$ cat src/rtl/id_ex_stage_if.sv
// ID/EX stage bus: IF/ID inputs, register-file read/write-back taps, and the
// registered EX-slot outputs. The master modport drives the ID side; the slave
// modport belongs to id_ex_stage.
interface id_ex_stage_if #(
   parameter int unsigned XLEN = 32
);
   // ID side
   logic [31:0]     instr_d;
   logic [XLEN-1:0] pc_d;
   logic            valid_d;
   logic            flush_e;
   // register_file read data and address
   logic [XLEN-1:0] RD1;
   logic [XLEN-1:0] RD2;
   logic [4:0]      A1;
   logic [4:0]      A2;
   // write-back port as seen by register_file
   logic            WE3_w;
   logic [4:0]      A3_w;
   logic [XLEN-1:0] WD3_w;
   // hazard
   logic            stall_d;
   // EX slot
   logic            valid_e;
   logic [XLEN-1:0] pc_e;
   logic [XLEN-1:0] rd1_e;
   logic [XLEN-1:0] rd2_e;
   logic [XLEN-1:0] imm_e;
   logic [4:0]      rs1_e;
   logic [4:0]      rs2_e;
   logic [4:0]      rd_e;
   logic [2:0]      funct3_e;
   logic            funct7b5_e;
   logic            alu_src_e;
   logic            reg_write_e;
   logic            mem_read_e;
   logic            mem_write_e;
   logic            branch_e;
   logic            jump_e;

   modport master (
      output instr_d, pc_d, valid_d, flush_e, RD1, RD2, WE3_w, A3_w, WD3_w,
      input  A1, A2, stall_d, valid_e, pc_e, rd1_e, rd2_e, imm_e, rs1_e, rs2_e, rd_e,
             funct3_e, funct7b5_e, alu_src_e, reg_write_e, mem_read_e, mem_write_e,
             branch_e, jump_e
   );

   modport slave (
      input  instr_d, pc_d, valid_d, flush_e, RD1, RD2, WE3_w, A3_w, WD3_w,
      output A1, A2, stall_d, valid_e, pc_e, rd1_e, rd2_e, imm_e, rs1_e, rs2_e, rd_e,
             funct3_e, funct7b5_e, alu_src_e, reg_write_e, mem_read_e, mem_write_e,
             branch_e, jump_e
   );
endinterface

$ cat src/rtl/id_ex_stage.sv
// RISC-V decode-to-execute stage: register-file addressing, RV32I decode,
// immediate generation, load-use hazard detection and the ID/EX register.
// Optional feature: define ID_WB_BYPASS_EN to capture write-back data directly
// when the register file has no write-to-read bypass.
module id_ex_stage #(
   parameter int unsigned XLEN      = 32,
   parameter logic [31:0] NOP_INSTR = 32'h0000_0013
) (
   input logic         clk,
   input logic         rst,
   id_ex_stage_if.slave bus
);

   localparam logic [6:0] OpR      = 7'b0110011;
   localparam logic [6:0] OpImm    = 7'b0010011;
   localparam logic [6:0] OpLoad   = 7'b0000011;
   localparam logic [6:0] OpStore  = 7'b0100011;
   localparam logic [6:0] OpBranch = 7'b1100011;
   localparam logic [6:0] OpJal    = 7'b1101111;
   localparam logic [6:0] OpJalr   = 7'b1100111;
   localparam logic [6:0] OpLui    = 7'b0110111;
   localparam logic [6:0] OpAuipc  = 7'b0010111;

   typedef struct packed {
      logic            valid;
      logic [XLEN-1:0] pc;
      logic [XLEN-1:0] rd1;
      logic [XLEN-1:0] rd2;
      logic [XLEN-1:0] imm;
      logic [4:0]      rs1;
      logic [4:0]      rs2;
      logic [4:0]      rd;
      logic [2:0]      funct3;
      logic            funct7b5;
      logic            alu_src;
      logic            reg_write;
      logic            mem_read;
      logic            mem_write;
      logic            branch;
      logic            jump;
   } ex_t;

   logic [31:0]        instr;
   logic [6:0]         opcode;
   logic [4:0]         rs1;
   logic [4:0]         rs2;
   logic [4:0]         rd;
   logic signed [31:0] imm32;
   logic               writes_rd;
   logic               uses_rs1;
   logic               uses_rs2;
   logic               alu_src;
   logic               mem_read;
   logic               mem_write;
   logic               branch;
   logic               jump;
   logic [XLEN-1:0]    op1;
   logic [XLEN-1:0]    op2;
   logic               stall;
   ex_t                ex_d;
   ex_t                ex_q;

   assign instr  = bus.instr_d;
   assign opcode = instr[6:0];
   assign rs1    = instr[19:15];
   assign rs2    = instr[24:20];
   assign rd     = instr[11:7];

   assign bus.A1 = rs1;
   assign bus.A2 = rs2;

   // Opcode decode: control bits, immediate format and register usage
   always_comb begin
      imm32     = '0;
      writes_rd = 1'b0;
      uses_rs1  = 1'b1;
      uses_rs2  = 1'b0;
      alu_src   = 1'b0;
      mem_read  = 1'b0;
      mem_write = 1'b0;
      branch    = 1'b0;
      jump      = 1'b0;
      case (opcode)
         OpR: begin
            writes_rd = 1'b1;
            uses_rs2  = 1'b1;
         end
         OpImm: begin
            writes_rd = 1'b1;
            alu_src   = 1'b1;
            imm32     = {{20{instr[31]}}, instr[31:20]};
         end
         OpLoad: begin
            writes_rd = 1'b1;
            mem_read  = 1'b1;
            alu_src   = 1'b1;
            imm32     = {{20{instr[31]}}, instr[31:20]};
         end
         OpStore: begin
            mem_write = 1'b1;
            alu_src   = 1'b1;
            uses_rs2  = 1'b1;
            imm32     = {{20{instr[31]}}, instr[31:25], instr[11:7]};
         end
         OpBranch: begin
            branch   = 1'b1;
            uses_rs2 = 1'b1;
            imm32    = {{20{instr[31]}}, instr[7], instr[30:25], instr[11:8], 1'b0};
         end
         OpJal: begin
            jump      = 1'b1;
            writes_rd = 1'b1;
            uses_rs1  = 1'b0;
            imm32     = {{12{instr[31]}}, instr[19:12], instr[20], instr[30:21], 1'b0};
         end
         OpJalr: begin
            jump      = 1'b1;
            writes_rd = 1'b1;
            imm32     = {{20{instr[31]}}, instr[31:20]};
         end
         OpLui, OpAuipc: begin
            writes_rd = 1'b1;
            alu_src   = 1'b1;
            uses_rs1  = 1'b0;
            imm32     = {instr[31:12], 12'h000};
         end
         default: ;
      endcase
      // The canonical NOP reads x0, so it can never take part in a load-use stall
      if (instr == NOP_INSTR) begin
         uses_rs1 = 1'b0;
      end
   end

`ifdef ID_WB_BYPASS_EN
   logic byp1;
   logic byp2;
   assign byp1 = bus.WE3_w && (bus.A3_w != 5'd0) && (bus.A3_w == rs1);
   assign byp2 = bus.WE3_w && (bus.A3_w != 5'd0) && (bus.A3_w == rs2);
   assign op1  = (rs1 == 5'd0) ? '0 : (byp1 ? bus.WD3_w : bus.RD1);
   assign op2  = (rs2 == 5'd0) ? '0 : (byp2 ? bus.WD3_w : bus.RD2);
`else
   // Register file is write-first, so the write-back port is not needed here
   logic unused_wb;
   assign unused_wb = ^{bus.WE3_w, bus.A3_w, bus.WD3_w};
   assign op1       = (rs1 == 5'd0) ? '0 : bus.RD1;
   assign op2       = (rs2 == 5'd0) ? '0 : bus.RD2;
`endif

   // Load-use hazard against the instruction currently in EX
   assign stall = ex_q.valid && ex_q.mem_read && (ex_q.rd != 5'd0) && bus.valid_d &&
                  (((ex_q.rd == rs1) && uses_rs1) || ((ex_q.rd == rs2) && uses_rs2));
   assign bus.stall_d = stall;

   // Next EX slot: bubble on flush or stall, otherwise the decoded ID fields
   always_comb begin
      ex_d = '0;
      if (!bus.flush_e && !stall) begin
         ex_d.valid     = bus.valid_d;
         ex_d.pc        = bus.pc_d;
         ex_d.rd1       = op1;
         ex_d.rd2       = op2;
         ex_d.imm       = XLEN'(imm32);
         ex_d.rs1       = rs1;
         ex_d.rs2       = rs2;
         ex_d.rd        = writes_rd ? rd : 5'd0;
         ex_d.funct3    = instr[14:12];
         ex_d.funct7b5  = instr[30];
         ex_d.alu_src   = alu_src;
         ex_d.reg_write = writes_rd && (rd != 5'd0);
         ex_d.mem_read  = mem_read;
         ex_d.mem_write = mem_write;
         ex_d.branch    = branch;
         ex_d.jump      = jump;
      end
   end

   // ID/EX pipeline register; reset leaves an empty EX slot
   always_ff @(posedge clk or negedge rst) begin
      if (!rst) begin
         ex_q <= '0;
      end else begin
         ex_q <= ex_d;
      end
   end

   assign bus.valid_e     = ex_q.valid;
   assign bus.pc_e        = ex_q.pc;
   assign bus.rd1_e       = ex_q.rd1;
   assign bus.rd2_e       = ex_q.rd2;
   assign bus.imm_e       = ex_q.imm;
   assign bus.rs1_e       = ex_q.rs1;
   assign bus.rs2_e       = ex_q.rs2;
   assign bus.rd_e        = ex_q.rd;
   assign bus.funct3_e    = ex_q.funct3;
   assign bus.funct7b5_e  = ex_q.funct7b5;
   assign bus.alu_src_e   = ex_q.alu_src;
   assign bus.reg_write_e = ex_q.reg_write;
   assign bus.mem_read_e  = ex_q.mem_read;
   assign bus.mem_write_e = ex_q.mem_write;
   assign bus.branch_e    = ex_q.branch;
   assign bus.jump_e      = ex_q.jump;

endmodule

$ cat src/flat_wrapper.sv
// flat-port wrapper written by rule: the top's interface ports become plain ports
module id_ex_stage_flat 
#(
   parameter int unsigned XLEN      = 32,
   parameter logic [31:0] NOP_INSTR = 32'h0000_0013
)
  (clk, rst, bus_instr_d, bus_pc_d, bus_valid_d, bus_flush_e, bus_RD1, bus_RD2, bus_WE3_w, bus_A3_w, bus_WD3_w, bus_A1, bus_A2, bus_stall_d, bus_valid_e, bus_pc_e, bus_rd1_e, bus_rd2_e, bus_imm_e, bus_rs1_e, bus_rs2_e, bus_rd_e, bus_funct3_e, bus_funct7b5_e, bus_alu_src_e, bus_reg_write_e, bus_mem_read_e, bus_mem_write_e, bus_branch_e, bus_jump_e);
  id_ex_stage_if #(.XLEN(XLEN)) bus_i ();
  input logic clk;
  input logic rst;
  input wire logic [$bits(bus_i.instr_d)-1:0] bus_instr_d;
  input wire logic [$bits(bus_i.pc_d)-1:0] bus_pc_d;
  input wire logic [$bits(bus_i.valid_d)-1:0] bus_valid_d;
  input wire logic [$bits(bus_i.flush_e)-1:0] bus_flush_e;
  input wire logic [$bits(bus_i.RD1)-1:0] bus_RD1;
  input wire logic [$bits(bus_i.RD2)-1:0] bus_RD2;
  input wire logic [$bits(bus_i.WE3_w)-1:0] bus_WE3_w;
  input wire logic [$bits(bus_i.A3_w)-1:0] bus_A3_w;
  input wire logic [$bits(bus_i.WD3_w)-1:0] bus_WD3_w;
  output wire logic [$bits(bus_i.A1)-1:0] bus_A1;
  output wire logic [$bits(bus_i.A2)-1:0] bus_A2;
  output wire logic [$bits(bus_i.stall_d)-1:0] bus_stall_d;
  output wire logic [$bits(bus_i.valid_e)-1:0] bus_valid_e;
  output wire logic [$bits(bus_i.pc_e)-1:0] bus_pc_e;
  output wire logic [$bits(bus_i.rd1_e)-1:0] bus_rd1_e;
  output wire logic [$bits(bus_i.rd2_e)-1:0] bus_rd2_e;
  output wire logic [$bits(bus_i.imm_e)-1:0] bus_imm_e;
  output wire logic [$bits(bus_i.rs1_e)-1:0] bus_rs1_e;
  output wire logic [$bits(bus_i.rs2_e)-1:0] bus_rs2_e;
  output wire logic [$bits(bus_i.rd_e)-1:0] bus_rd_e;
  output wire logic [$bits(bus_i.funct3_e)-1:0] bus_funct3_e;
  output wire logic [$bits(bus_i.funct7b5_e)-1:0] bus_funct7b5_e;
  output wire logic [$bits(bus_i.alu_src_e)-1:0] bus_alu_src_e;
  output wire logic [$bits(bus_i.reg_write_e)-1:0] bus_reg_write_e;
  output wire logic [$bits(bus_i.mem_read_e)-1:0] bus_mem_read_e;
  output wire logic [$bits(bus_i.mem_write_e)-1:0] bus_mem_write_e;
  output wire logic [$bits(bus_i.branch_e)-1:0] bus_branch_e;
  output wire logic [$bits(bus_i.jump_e)-1:0] bus_jump_e;
  assign bus_i.instr_d = bus_instr_d;
  assign bus_i.pc_d = bus_pc_d;
  assign bus_i.valid_d = bus_valid_d;
  assign bus_i.flush_e = bus_flush_e;
  assign bus_i.RD1 = bus_RD1;
  assign bus_i.RD2 = bus_RD2;
  assign bus_i.WE3_w = bus_WE3_w;
  assign bus_i.A3_w = bus_A3_w;
  assign bus_i.WD3_w = bus_WD3_w;
  assign bus_A1 = bus_i.A1;
  assign bus_A2 = bus_i.A2;
  assign bus_stall_d = bus_i.stall_d;
  assign bus_valid_e = bus_i.valid_e;
  assign bus_pc_e = bus_i.pc_e;
  assign bus_rd1_e = bus_i.rd1_e;
  assign bus_rd2_e = bus_i.rd2_e;
  assign bus_imm_e = bus_i.imm_e;
  assign bus_rs1_e = bus_i.rs1_e;
  assign bus_rs2_e = bus_i.rs2_e;
  assign bus_rd_e = bus_i.rd_e;
  assign bus_funct3_e = bus_i.funct3_e;
  assign bus_funct7b5_e = bus_i.funct7b5_e;
  assign bus_alu_src_e = bus_i.alu_src_e;
  assign bus_reg_write_e = bus_i.reg_write_e;
  assign bus_mem_read_e = bus_i.mem_read_e;
  assign bus_mem_write_e = bus_i.mem_write_e;
  assign bus_branch_e = bus_i.branch_e;
  assign bus_jump_e = bus_i.jump_e;
  id_ex_stage #(.XLEN(XLEN), .NOP_INSTR(NOP_INSTR)) u_core (.clk(clk), .rst(rst), .bus(bus_i));
endmodule
$ cat config.mk
export PLATFORM = sky130hd
export DESIGN_NAME = id_ex_stage_flat
export DESIGN_NICKNAME = d
export VERILOG_FILES = /design/src/rtl/id_ex_stage_if.sv /design/src/rtl/id_ex_stage.sv /design/src/flat_wrapper.sv
export SDC_FILE = /design/constraint.sdc
export NUM_CORES = 1
export LEC_CHECK = 0
export ABC_AREA = 1
export ABC_CLOCK_PERIOD_IN_PS = 4300
export BUFFER_PORTS_ARGS = -buffer_cell sky130_fd_sc_hd__buf_2
export CORE_AREA = 2 2 131 133
export DETAILED_ROUTE_END_ITERATION = 8
export DIE_AREA = 0 0 133 135
export GPL_TIMING_DRIVEN = 0
export PLACE_DENSITY = 0.71
export SLEW_MARGIN = 10
export SYNTH_ARGS = -nofsm -noshare
export SYNTH_HDL_FRONTEND = slang
export SYNTH_SLANG_ARGS = --single-unit
$ cat constraint.sdc
create_clock -name clk -period 4.3 [get_ports clk]
set_clock_uncertainty 0.1 [all_clocks]
set_input_delay 0.215 -clock clk [delete_from_list [all_inputs] [get_ports clk]]
set_output_delay 0.215 -clock clk [all_outputs]
set_load 0.05 [all_outputs]
== Yosys cells after proc, flatten, opt, wreduce, memory -nomap -nowiden ==
Index checks and enable logic that the tools add are counted.

* Word-level logic and storage cells: 64
* Output and inout bits: 165
* Flip-flop bits (word level): 154
* Input bits: 170

* Multiplexer cells: 14
* Equal/unequal tests: 12
* Reductions and logical operators: 22

{| class="wikitable"
|+ Operators by type and width
! operator !! number
|-
| case mux 32 bit (5 select lines) || 1
|-
| 2-to-1 mux 154 bit || 1
|-
| 2-to-1 mux 32 bit || 2
|-
| equality test 32 x 5 -> 1 bit (second input constant) || 1
|-
| equality test 7 x 6 -> 1 bit (second input constant) || 3
|-
| equality test 7 bit (second input constant) || 3
|-
| equality test 7 x 5 -> 1 bit (second input constant) || 2
|-
| equality test 5 bit || 2
|-
| zero test 5 bit || 2
|-
| nonzero test 5 bit || 2
|-
| 2-to-1 mux 1 bit || 9
|-
| OR reduction 3 bit || 3
|-
| logical AND 1 bit || 8
|-
| equality test 7 x 2 -> 1 bit (second input constant) || 1
|-
| OR reduction 7 bit || 1
|-
| 2-to-1 mux 5 bit || 1
|-
| OR reduction 5 bit || 1
|-
| OR reduction 2 bit || 2
|-
| zero test 1 bit || 2
|-
| logical OR 1 bit || 1
|}

== Depth between registers and ports, before layout ==
Gate-level depths: netlist (run 1).

* Depth in word-level cells: 10
* Depth in mapped cells: 13
* Mapped depth without buffers: 11

== Least setup slack after synthesis (run 1) ==
No wires, ideal clock.

* Path type: reg2reg
* Start point: register u_core.ex_q (netlist bit u_core.bus.rd_e[1])
* End point: register u_core.ex_q (netlist bit u_core.bus.pc_e[0])
* Required time: 4.082 ns
* Library setup time: 0.118 ns
* Arrival time: 1.750 ns
* Stages on the path, launching flop included: 14
* Path slack: 2.332 ns
* Buffers on the path: 2
* Clock period less this slack: 1.968 ns
* Cells stage by stage: dfrtp_1 > inv_1 > nand2_1 > nand2_1 > nor2_1 > nand3_1 > nor2_1 > nand2_1 > nand2_1 > nand2_2 > nand2_4 > buf_6 > buf_8 > nor2_4

{| class="wikitable"
|+ RTL lines
! item !! line !! source
|-
| from (decl) || id_ex_stage.sv:61 || <nowiki>ex_t ex_q;</nowiki>
|-
| from (signal assigned) || id_ex_stage.sv:181 || <nowiki>ex_q <= '0;</nowiki>
|-
| from (signal assigned) || id_ex_stage.sv:183 || <nowiki>ex_q <= ex_d;</nowiki>
|}

== Worst setup path after layout (run 1) ==
* Start point: input bus_instr_d[9]
* End point: output bus_stall_d

* Cells in the longest elaborated chain, start to end: 5

{| class="wikitable"
|+ Ends and longest elaborated chain
! item !! line !! source
|-
| from (decl) || flat_wrapper.sv:11 || <nowiki>input wire logic [$bits(bus_i.instr_d)-1:0] bus_instr_d;</nowiki>
|-
| equality test 32 x 5 -> 1 bit || id_ex_stage.sv:130 || <nowiki>if (instr == NOP_INSTR) begin</nowiki>
|-
| 2-to-1 mux 1 bit || id_ex_stage.sv:130 ||
|-
| logical AND 1 bit || id_ex_stage.sv:152 || <nowiki>(((ex_q.rd == rs1) && uses_rs1) || ((ex_q.rd == rs2) && uses_rs2));</nowiki>
|-
| logical OR 1 bit || id_ex_stage.sv:152 ||
|-
| logical AND 1 bit || id_ex_stage.sv:151 || <nowiki>assign stall = ex_q.valid && ex_q.mem_read && (ex_q.rd != 5'd0) && bus.valid_d &&</nowiki>
|-
| to (decl) || flat_wrapper.sv:22 || <nowiki>output wire logic [$bits(bus_i.stall_d)-1:0] bus_stall_d;</nowiki>
|}

No other way between the ends.

==> results of run 1 <==
[worst min path at each step]
stage | start | slack [ns] | to | cells past startpoint
after detailed placement | rst | 0.1 | u_core.bus.imm_e[6]$_DFF_PN0_ | 1
final | bus_instr_d[21] | 0.03 | u_core.bus.rs2_e[1]$_DFF_PN0_ | 3
after global routing | bus_instr_d[16] | 0.04 | u_core.bus.rs1_e[1]$_DFF_PN0_ | 3
after CTS | bus_instr_d[21] | 0.002 | u_core.bus.rs2_e[1]$_DFF_PN0_ | 3
after floorplan | rst | -0.18 | u_core.bus.alu_src_e$_DFF_PN0_ | 0
after global placement | bus_RD2[1] | 0.34 | u_core.bus.rd2_e[1]$_DFF_PN0_ | 3
[stage by stage]
stage / cells / area, µm² / setup WS, ns
2_1_floorplan: 609 / 6330 / 2.33
3_3_place_gp: 1125 / 8080 / 0.650
3_5_place_dp: 1126 / 8120 / 2.25
4_1_cts: 1274 / 9890 / 1.96
5_1_grt: 1274 / 9890 / 1.85
6_report: 1274 / 9890 / 1.97
[layout by cell type, fill, tap and decap left out, drive strengths merged]
cell type,instances
a22oi,4
clkbuf,24
nand3,7
inv,70
nor3,3
clkinvlp,5
nand4,6
xor2,4
bufinv,3
dlygate4sd3,116
o31ai,1
a21boi,5
nor2,188
buf,324
nand2,116
a21oi,17
clkinv,2
or2,1
o21ai,2
xnor2,2
dfrtp,154
[what timing repair did]
item,CTS,global route
hold buffers,116,0
hold endpoints to repair,184,0
gates resized for setup,0,0
[per-layer routing]
| layer | GRT usage, % | vias up | part of all wire [%] |
|---|---|---|---|
| li1 | - | 2671 | - |
| met1 | 24.4 | 2566 | 39 |
| met2 | 38.9 | 246 | 52 |
| met3 | 5.52 | 45 | 5.8 |
| met4 | 9.68 | 0 | 3.1 |
| met5 | 0 | - | 0 |
[area by class of cell]
type / count / area, µm² / share of cell area (%)
plain buffers: 34 / 255 / 2.58
well taps: 220 / 275 / 2.78
clock inverters: 15 / 186 / 1.88
repair buffers: 413 / 2680 / 27.1
clock buffers: 17 / 425 / 4.30
inverters: 65 / 244 / 2.47
multi-input cells: 356 / 1970 / 20.0
flip-flops and latches: 154 / 3850 / 38.9
[power by group through the flow]
| stage | Sequential (mW) | Clock (mW) | Combinational [mW] |
|---|---|---|---|
| after floorplan | 1.76 | 0 | 0.177 |
| after global placement | 1.55 | 0 | 0.589 |
| after detailed placement | 1.55 | 0 | 0.598 |
| after CTS | 1.52 | 1.58 | 0.683 |
| after global routing | 1.53 | 1.64 | 0.725 |
| final | 1.52 | 1.55 | 0.683 |
[tightest hold or removal path: stages]
cell	delay, ns
buf_2	0.14
inv_1	0.09
nor2_1	0.05
[kinds of logic after synthesis]
| logic type | count (synthesis) |
|---|---|
| buf+inv | 99 |
| xor+xnor | 6 |
| simple gates | 321 |
| compound gates | 29 |
| flops | 154 |
[state kept, by name (all words and copies together), names as in the netlist]
name                    count
u_core.bus.imm_e           32
u_core.bus.pc_e            32
u_core.bus.rd1_e           32
u_core.bus.rd2_e           32
u_core.bus.rd_e             5
u_core.bus.rs1_e            5
u_core.bus.rs2_e            5
u_core.bus.funct3_e         3
u_core.bus.alu_src_e        1
u_core.bus.branch_e         1
u_core.bus.funct7b5_e       1
u_core.bus.jump_e           1
u_core.bus.mem_read_e       1
u_core.bus.mem_write_e      1
u_core.bus.reg_write_e      1
u_core.bus.valid_e          1
==> flow_summary.json, run 1 <==
{
  "status": "finished, final reports clean",
  "worstMarginPinSlew_ns": 0.516,
  "cts.reportedPaths.clkPinSlew_ns": 0.06,
  "start_kind": "input port",
  "post-route-util_pct": 60.3,
  "cts-root-buf": "clkbuf_16",
  "num_io_pins": 335,
  "synth_top_area_cell": "dfrtp_1",
  "area_delta_synth_final_pct": 56.4,
  "synth_area_leaders": "dfrtp_1 (61%), nor2_4 (11%), nor2_1 (7.4%), nand2_1 (6.7%), inv_1 (3.7%)",
  "ant_nets": 0,
  "rrSetupSlack_ns": 2.31,
  "crit_end": "bus_stall_d",
  "whs_ns": 0.0260,
  "layout.nets": 1211,
  "grt_max_degree": 90,
  "die_x_um": 133,
  "period_needed_ns": 2.33,
  "initial_core_util_pct": 38.6,
  "port_buffers": 296,
  "drive_above_1_share_pct": 40.9,
  "syn_inst": 609,
  "crit_arrival_ns": 2.02,
  "power_frac_seq_pct": 40.5,
  "ys_seq_area_share_pct": 60.9,
  "synthDistinctLibCells": 29,
  "detailed_place_hpwl_um": 13000,
  "clock_sinks": 154,
  "synth_top_family_by_area": "simple AND/OR/NAND/NOR gates",
  "synth_seq_cells": 154,
  "synth_common_cells": "dfrtp_1 (154), nor2_1 (125), nand2_1 (113)",
  "synthesis.nets": 779,
  "finalHoldViolCount": 0,
  "fillers": 1335,
  "path_depth": 12,
  "comb_power_share_pct": 18.2,
  "yosysMostFrequentCell": "dfrtp_1",
  "cp_top_family": "buffers and inverters",
  "cts_setup_buffers": 0,
  "finalSetupTns_ns": 0,
  "grt_use_total_pct": 21.7,
  "synthMuxAreaShare_pct": 0,
  "finalPower_mw": 3.75,
  "drc_errors": 0,
  "synth_top_area_share_pct": 60.9,
  "slew_viol_final": 0,
  "grt_pass1_vias": 5717,
  "syn_area_um2": 6330,
  "max_cap_violations": 0,
  "die_y_um": 135,
  "fmax_mhz": 429,
  "gr-total-overflow": 0,
  "p_int_mw": 2.66,
  "synth_compound_area_share_pct": 2.75,
  "synth-edff-count": 0,
  "critPathBufInv": 4,
  "viasPerCell": 4.34,
  "cp_common_cell": "nand2_1",
  "power.density_nw_per_um2": 379,
  "setup.worst_path.class": "input port to output port",
  "ys_warn_count": 0,
  "regToRegStartpoint": "u_core.bus.rd_e[1]$_DFF_PN0_",
  "cts_buffers": 17,
  "finalWeightedCongestion": 0.821,
  "cp-end-kind": "output port",
  "cp.required_ns": 3.98,
  "r2r.worst_path.cells": 13,
  "ctsHtreeMaxLevel": 4,
  "switchingPower_mw": 1.10,
  "synthArstFlopShare_pct": 100,
  "crit_chain": "dlygate4sd3_1 -> buf_2 -> or2_2 -> nor2_1 -> nand2_1 -> nor2_1 -> nand2_1 -> nand2_1 -> nand2_1 -> nand2_2 -> inv_1 -> buf_2",
  "reg2reg_to": "u_core.bus.pc_e[7]$_DFF_PN0_",
  "crit_path_top_delay_cell": "dlygate4sd3_1",
  "synth-simple-area-share_pct": 27.6,
  "num_vias": 5528,
  "firstDrtPassIters": 6,
  "antenna_cells": 0,
  "sw_frac_of_total_pct": 29.2,
  "rsz0062_at_grt": "no",
  "drt-initial-drc-count": 217,
  "routed_wl_um": 19500,
  "synth_ff_type": "dfrtp_1",
  "leakage_nw": 5.46,
  "path_max_fanout": 3,
  "clockBufferDepth": 2,
  "p_clk_share_pct": 41.3,
  "synth_xor_area_share_pct": 0.831,
  "cts_tree": "built",
  "hp-class": "input port to register",
  "critPathMaxStageDelay_ns": 0.53,
  "wl_per_cell_um": 15.3,
  "rows": 47,
  "relSlewSlack_pct": 65.6,
  "synth_area_per_cell_um2": 10.4,
  "setup_viol": 0,
  "core_area_um2": 16400,
  "synth_fa_ha_area_share_pct": 0,
  "grt_first_pass_wirelength_um": 29700,
  "die-area_um2": 18000,
  "insertion_delay_ns": 0.41,
  "fin_crit_sh_pct": 54.2,
  "ir_drop_mv": 0.254,
  "grt_antenna_before_repair": 0,
  "startpoint": "bus_instr_d[9]"
}
Power figures use the tool's default switching activity.
==> run 2: changes to the inputs <==
ABC_AREA = 0   (was 1)
ABC_CLOCK_PERIOD_IN_PS = 2100   (was 4300)
PLACE_DENSITY = 0.69   (was 0.71)
clock period = 2.1 ns   (was 4.3 ns; I/O delays follow)
==> flow_summary.json, run 2 <==
{
  "cts_tree": "built",
  "firstDrtPassIters": 5,
  "synth-simple-area-share_pct": 21.4,
  "synth_top_area_cell": "dfrtp_1",
  "syn_area_um2": 5600,
  "cts-root-buf": "clkbuf_16",
  "initial_core_util_pct": 34.1,
  "port_buffers": 296,
  "area_delta_synth_final_pct": 68.5,
  "cp.required_ns": 2.36,
  "final_cell_mix": "buf_2 (297), dfrtp_1 (147), dlygate4sd3_1 (127)",
  "clock_sinks": 154,
  "drive_above_1_share_pct": 44.8,
  "cp-end-kind": "register",
  "synth_xor_area_share_pct": 1.56,
  "period_needed_ns": 2.12,
  "setup_viol": 21,
  "start_kind": "register",
  "synth_seq_cells": 154,
  "seqCellArea_um2": 3860,
  "fillers": 1330,
  "grt_antenna_before_repair": 1,
  "crit_arrival_ns": 2.38,
  "yosysMostFrequentCell": "dfrtp_1",
  "synthDistinctLibCells": 39,
  "ys_seq_area_share_pct": 68.8,
  "detailed_place_hpwl_um": 12500,
  "status": "finished, violations left",
  "rsz0062_at_grt": "yes",
  "synth_top_area_share_pct": 68.8,
  "gr-total-overflow": 0,
  "routed_wl_um": 18900,
  "ir_drop_mv": 0.567,
  "power.density_nw_per_um2": 802,
  "multi_input_area_um2": 1580,
  "synthArstFlopShare_pct": 100,
  "reg2reg_to": "u_core.bus.pc_e[24]$_DFF_PN0_",
  "regToRegStartpoint": "u_core.bus.rd_e[4]$_DFF_PN0_",
  "synth_area_per_cell_um2": 12.8,
  "synth_area_leaders": "dfrtp_1 (69%), and3_1 (8.0%), and2_1 (3.7%), and2_4 (3.0%), a21oi_1 (2.1%)",
  "startpoint": "u_core.bus.rd_e[4]$_DFF_PN0_",
  "drc_errors": 0,
  "cp_common_cell": "buf_6",
  "synthesis.nets": 609,
  "hp-class": "input port to register",
  "slew_viol_final": 0,
  "wl_per_cell_um": 16.9,
  "viasPerCell": 4.56,
  "cts_buffers": 17,
  "grt_use_total_pct": 20.9,
  "fmax_mhz": 473,
  "grt_max_degree": 112,
  "synth_common_cells": "dfrtp_1 (154), and3_1 (72), and2_1 (33)",
  "clockBufferDepth": 2,
  "finalWeightedCongestion": 0.806,
  "synth_top_family_by_area": "simple AND/OR/NAND/NOR gates",
  "drt-initial-drc-count": 179,
  "critPathMaxStageDelay_ns": 0.43,
  "cts.reportedPaths.clkPinSlew_ns": 0.07,
  "synth_ff_type": "dfrtp_1",
  "ant_nets": 0,
  "grt_pass1_vias": 5351,
  "r2r.worst_path.cells": 9,
  "worstMarginPinSlew_ns": 0.709,
  "path_max_fanout": 10,
  "placed_area_um2": 7420,
  "leakage_nw": 5.13,
  "place_inst": 956,
  "crit_path_top_delay_cell": "dfrtp_2",
  "hold_path_depth": 3,
  "max_cap_violations": 0,
  "synth_fa_ha_area_share_pct": 0,
  "post-place-ws_ns": -0.147,
  "layout.nets": 1057,
  "num_io_pins": 335,
  "insertion_delay_ns": 0.42,
  "whs_ns": 0.0444,
  "crit_chain": "nor3_2 -> a21oi_2 -> buf_4 -> a41oi_2 -> o21a_1 -> buf_6 -> buf_6 -> buf_8 -> and2_4",
  "relSlewSlack_pct": 52.4,
  "violations": "negative setup slack",
  "ctsHtreeMaxLevel": 4,
  "ys_warn_count": 0,
  "synthMuxAreaShare_pct": 0,
  "setup.worst_path.class": "register to register",
  "syn_inst": 439,
  "worst_slack_ns": -0.0162,
  "layout_commonest_cell": "buf_2",
  "grt_first_pass_wirelength_um": 28200,
  "synth-edff-count": 0,
  "num_vias": 5113,
  "core_area_um2": 16400,
  "crit_end": "u_core.bus.pc_e[24]$_DFF_PN0_",
  "final_cell_count_no_fill": 1121,
  "finalHoldViolCount": 0,
  "die_y_um": 135,
  "synth_compound_area_share_pct": 4.24,
  "rows": 47,
  "die_x_um": 133,
  "rrSetupSlack_ns": -0.02,
  "die-area_um2": 18000,
  "fin_crit_sh_pct": 101,
  "fin_area_um2": 9440
}
-- run 2: through the flow --
stage          utilization, %  TNS [ns]  power (mW)
2_1_floorplan               -         0        3.84
3_3_place_gp             45.0   -223.26        4.23
3_5_place_dp             45.2     -3.57        4.25
4_1_cts                  57.1   -0.0576        7.62
5_1_grt                  57.5     -2.52        7.85
6_report                 57.5    -0.178        7.57
-- run 2: power breakdown --
| part | total, mW | switching, mW | leakage, nW | internal, mW |
|---|---|---|---|---|
| registers | 3.12 | 0.0314 | 2.02 | 3.08 |
| clock network | 3.16 | 1.27 | 0.290 | 1.89 |
| logic | 1.29 | 0.821 | 2.82 | 0.466 |
-- run 2: cells by family after synthesis --
kind of cell           after synthesis
buffers and inverters               38
AO/OA/AOI/OAI                       40
AND/OR/NAND/NOR                    197
XOR/XNOR                            10
flip-flops                         154
-- run 2: metal layers --
| layer | share of wire, % | wire, µm | GRT usage [%] | vias up |
|---|---|---|---|---|
| li1 | - | - | - | 2377 |
| met1 | 38 | 7200 | 23.1 | 2481 |
| met2 | 53 | 10100 | 38.0 | 217 |
| met3 | 5.9 | 1110 | 5.56 | 38 |
| met4 | 2.6 | 489 | 8.66 | 0 |
| met5 | 0 | 0 | 0 | - |
-- run 2: critical path: cells and delay by family, from the launching register on --
kind	cells	cell delay (ns)
simple gates	2	0.36
flops	1	0.43
compound gates	3	0.54
buf+inv	4	0.63
-- run 2: worst min-delay path by stage --
stage               slack, ns           start                             end
finish                   0.04  bus_instr_d[0]    u_core.bus.rd_e[0]$_DFF_PN0_
global route             0.07  bus_instr_d[0]    u_core.bus.rd_e[4]$_DFF_PN0_
CTS                     0.005  bus_instr_d[0]    u_core.bus.rd_e[0]$_DFF_PN0_
detailed placement      -0.08             rst   u_core.bus.rd2_e[9]$_DFF_PN0_
global placement         0.20     bus_flush_e   u_core.bus.branch_e$_DFF_PN0_
floorplan               -0.29             rst  u_core.bus.alu_src_e$_DFF_PN0_
-- run 2: timing repair --
item / in CTS / in global routing
buffers inserted: 3 / 3
setup endpoints to repair: 43 / 145
hold buffers: 127 / 0
pin swaps: 6 / 1
gates resized for setup: 16 / 24
endpoints found under the hold margin: 305 / 0
-- run 2: area by class of cell --
cell class / count / share of cell area [%]
flip-flops and latches: 154 / 40.9
repair buffers: 430 / 30.1
multi-input cells: 247 / 16.8
clock buffers: 17 / 4.51
well taps: 220 / 2.92
plain buffers: 36 / 2.70
clock inverters: 15 / 1.99
inverters: 1 / 0.0398
diodes: 1 / 0.0265
==> run 3: changes to the inputs <==
--- a/constraint.sdc
+++ b/constraint.sdc
@@ -4,2 +4,2 @@
 set_output_delay 0.105 -clock clk [all_outputs]
-set_load 0.05 [all_outputs]
+set_load 0.005 [all_outputs]
==> flow_summary.json, run 3 (synthesized netlist as in run 2, its figures left out) <==
{
  "crit_chain": "nor3_1 -> a21oi_2 -> or3b_4 -> o21a_4 -> buf_8 -> buf_8 -> buf_8 -> and2_4",
  "whs_ns": 0.0417,
  "initial_core_util_pct": 34.1,
  "hp-class": "input port to register",
  "finalPower_mw": 7.03,
  "rows": 47,
  "ant_nets": 0,
  "start_kind": "register",
  "max_cap_violations": 0,
  "fmax_mhz": 472,
  "grt_max_degree": 88,
  "place_inst": 956,
  "grt_first_pass_wirelength_um": 28000,
  "detailed_place_hpwl_um": 12400,
  "setup_viol": 11,
  "worst_slack_ns": -0.0179,
  "firstDrtPassIters": 4,
  "finalHoldViolCount": 0,
  "leakage_nw": 5.17,
  "cts_buffers": 17,
  "grt_pass1_vias": 5136,
  "cp.required_ns": 2.30,
  "p_clk_share_pct": 43.9,
  "multi_input_area_um2": 1590,
  "status": "finished, violations left",
  "cp_common_cell": "buf_8",
  "relSlewSlack_pct": 58.1,
  "path_max_fanout": 10,
  "ir_drop_mv": 0.513,
  "die-area_um2": 18000,
  "switchingPower_mw": 1.66,
  "final_cell_mix": "buf_2 (301), dfrtp_1 (153), dlygate4sd3_1 (128)",
  "num_io_pins": 335,
  "power_frac_seq_pct": 44.3,
  "fillers": 1344,
  "violations": "negative setup slack",
  "post-route-util_pct": 57.7,
  "cp-end-kind": "register",
  "antenna_cells": 0,
  "gr-total-overflow": 0,
  "crit_arrival_ns": 2.32,
  "cts_tree": "built",
  "routed_wl_um": 18700,
  "area_delta_synth_final_pct": 68.9,
  "setup.worst_path.class": "register to register",
  "num_vias": 5017,
  "seqCellArea_um2": 3850,
  "core_area_um2": 16400,
  "cts.reportedPaths.clkPinSlew_ns": 0.06,
  "die_x_um": 133,
  "power.density_nw_per_um2": 743,
  "drc_errors": 0,
  "die_y_um": 135,
  "sw_frac_of_total_pct": 23.7,
  "comb_power_share_pct": 11.8,
  "insertion_delay_ns": 0.41,
  "drive_above_1_share_pct": 43.9,
  "worstMarginPinSlew_ns": 0.624,
  "drt-initial-drc-count": 278,
  "critPathMaxStageDelay_ns": 0.43,
  "clock_sinks": 154,
  "rsz0062_at_grt": "yes",
  "finalWeightedCongestion": 0.790,
  "viasPerCell": 4.46,
  "wl_per_cell_um": 16.6,
  "crit_path_top_delay_cell": "dfrtp_1",
  "layout_commonest_cell": "buf_2",
  "p_int_mw": 5.37,
  "clockBufferDepth": 2,
  "ctsHtreeMaxLevel": 4,
  "grt_use_total_pct": 20.6,
  "fin_crit_sh_pct": 101,
  "cts-root-buf": "clkbuf_16",
  "grt_antenna_before_repair": 0,
  "layout.nets": 1061,
  "port_buffers": 296,
  "final_cell_count_no_fill": 1124,
  "period_needed_ns": 2.12,
  "slew_viol_final": 0
}
run 3: cell count changes in the layout (fill, tap and decap cells not counted), sizes merged:
| cell | change |
|---|---|
| buf | +6 |
| bufinv | -1 |
| clkbuf | -1 |
| clkinvlp | -2 |
| diode | -1 |
| dlygate4sd3 | +1 |
| inv | +1 |
run 3: worst paths after layout:
path / start / to / slack, ns / cells after the start
min in group asynchronous: rst / u_core.bus.imm_e[24]$_DFF_PN0_ / 0.10 / 2
setup / recovery: u_core.bus.rd_e[4]$_DFF_PN0_ / u_core.bus.pc_e[23]$_DFF_PN0_ / -0.02 / 8
hold / removal: bus_instr_d[1] / u_core.bus.jump_e$_DFF_PN0_ / 0.04 / 3
max in group asynchronous: rst / u_core.bus.rd2_e[11]$_DFF_PN0_ / 1.01 / 3
hold reg to reg: u_core.bus.rd_e[0]$_DFF_PN0_ / u_core.bus.rd_e[1]$_DFF_PN0_ / 0.95 / 5
setup reg to reg: u_core.bus.rd_e[4]$_DFF_PN0_ / u_core.bus.pc_e[23]$_DFF_PN0_ / -0.02 / 8
run 3: area by class of cell:
type | instances | share of cell area, %
tap | 220 | 2.91
buffer | 36 | 2.67
inverter | 1 | 0.0397
sequential | 154 | 40.7
clock inverter | 13 | 1.65
clock buffer | 19 | 4.68
multi-input combinational | 247 | 16.8
timing repair buffer | 434 | 30.5
run 3: worst max-delay path, delay by kind of cell (launching register included):
family | cells | cell delay, ns
AO/OA/AOI/OAI | 2 | 0.40
AND/OR/NAND/NOR | 3 | 0.67
buffers and inverters | 3 | 0.42
flip-flops | 1 | 0.43
run 3: power by group through the flow:
stage | logic, mW | registers, mW | clock network, mW
3_3_place_gp | 0.596 | 3.17 | 0
3_5_place_dp | 0.609 | 3.17 | 0
5_1_grt | 0.899 | 3.13 | 3.31
6_report | 0.826 | 3.12 | 3.09
4_1_cts | 0.806 | 3.11 | 3.15
2_1_floorplan | 0.190 | 3.19 | 0
run 3: timing repair:
| action | in CTS | in global routing |
|---|---|---|
| pin swaps | 4 | 4 |
| cloned | 0 | 1 |
| setup endpoints to repair | 116 | 150 |
| hold buffers | 128 | 0 |
| buffers inserted | 6 | 2 |
| endpoints found under the hold margin | 218 | 0 |
| gates resized for setup | 11 | 32 |
run 3: layer usage:
metal,global-route usage [%],share of wire [%],vias up
li1,-,-,2373
met1,24.0,40,2418
met2,36.5,52,200
met3,5.86,6.2,26
met4,7.05,1.9,0
met5,0,0,-
run 3: through the flow:
| stage | instance area, µm² | TNS, ns | setup WS [ns] |
|---|---|---|---|
| after floorplan | 5600 | 0 | 0.101 |
| after global placement | 7360 | -221.29 | -1.41 |
| after detailed placement | 7400 | -6.44 | -0.111 |
| after CTS | 9350 | -0.000743 | -0.000743 |
| after global routing | 9460 | -3.54 | -0.105 |
| final | 9460 | -0.0970 | -0.0179 |
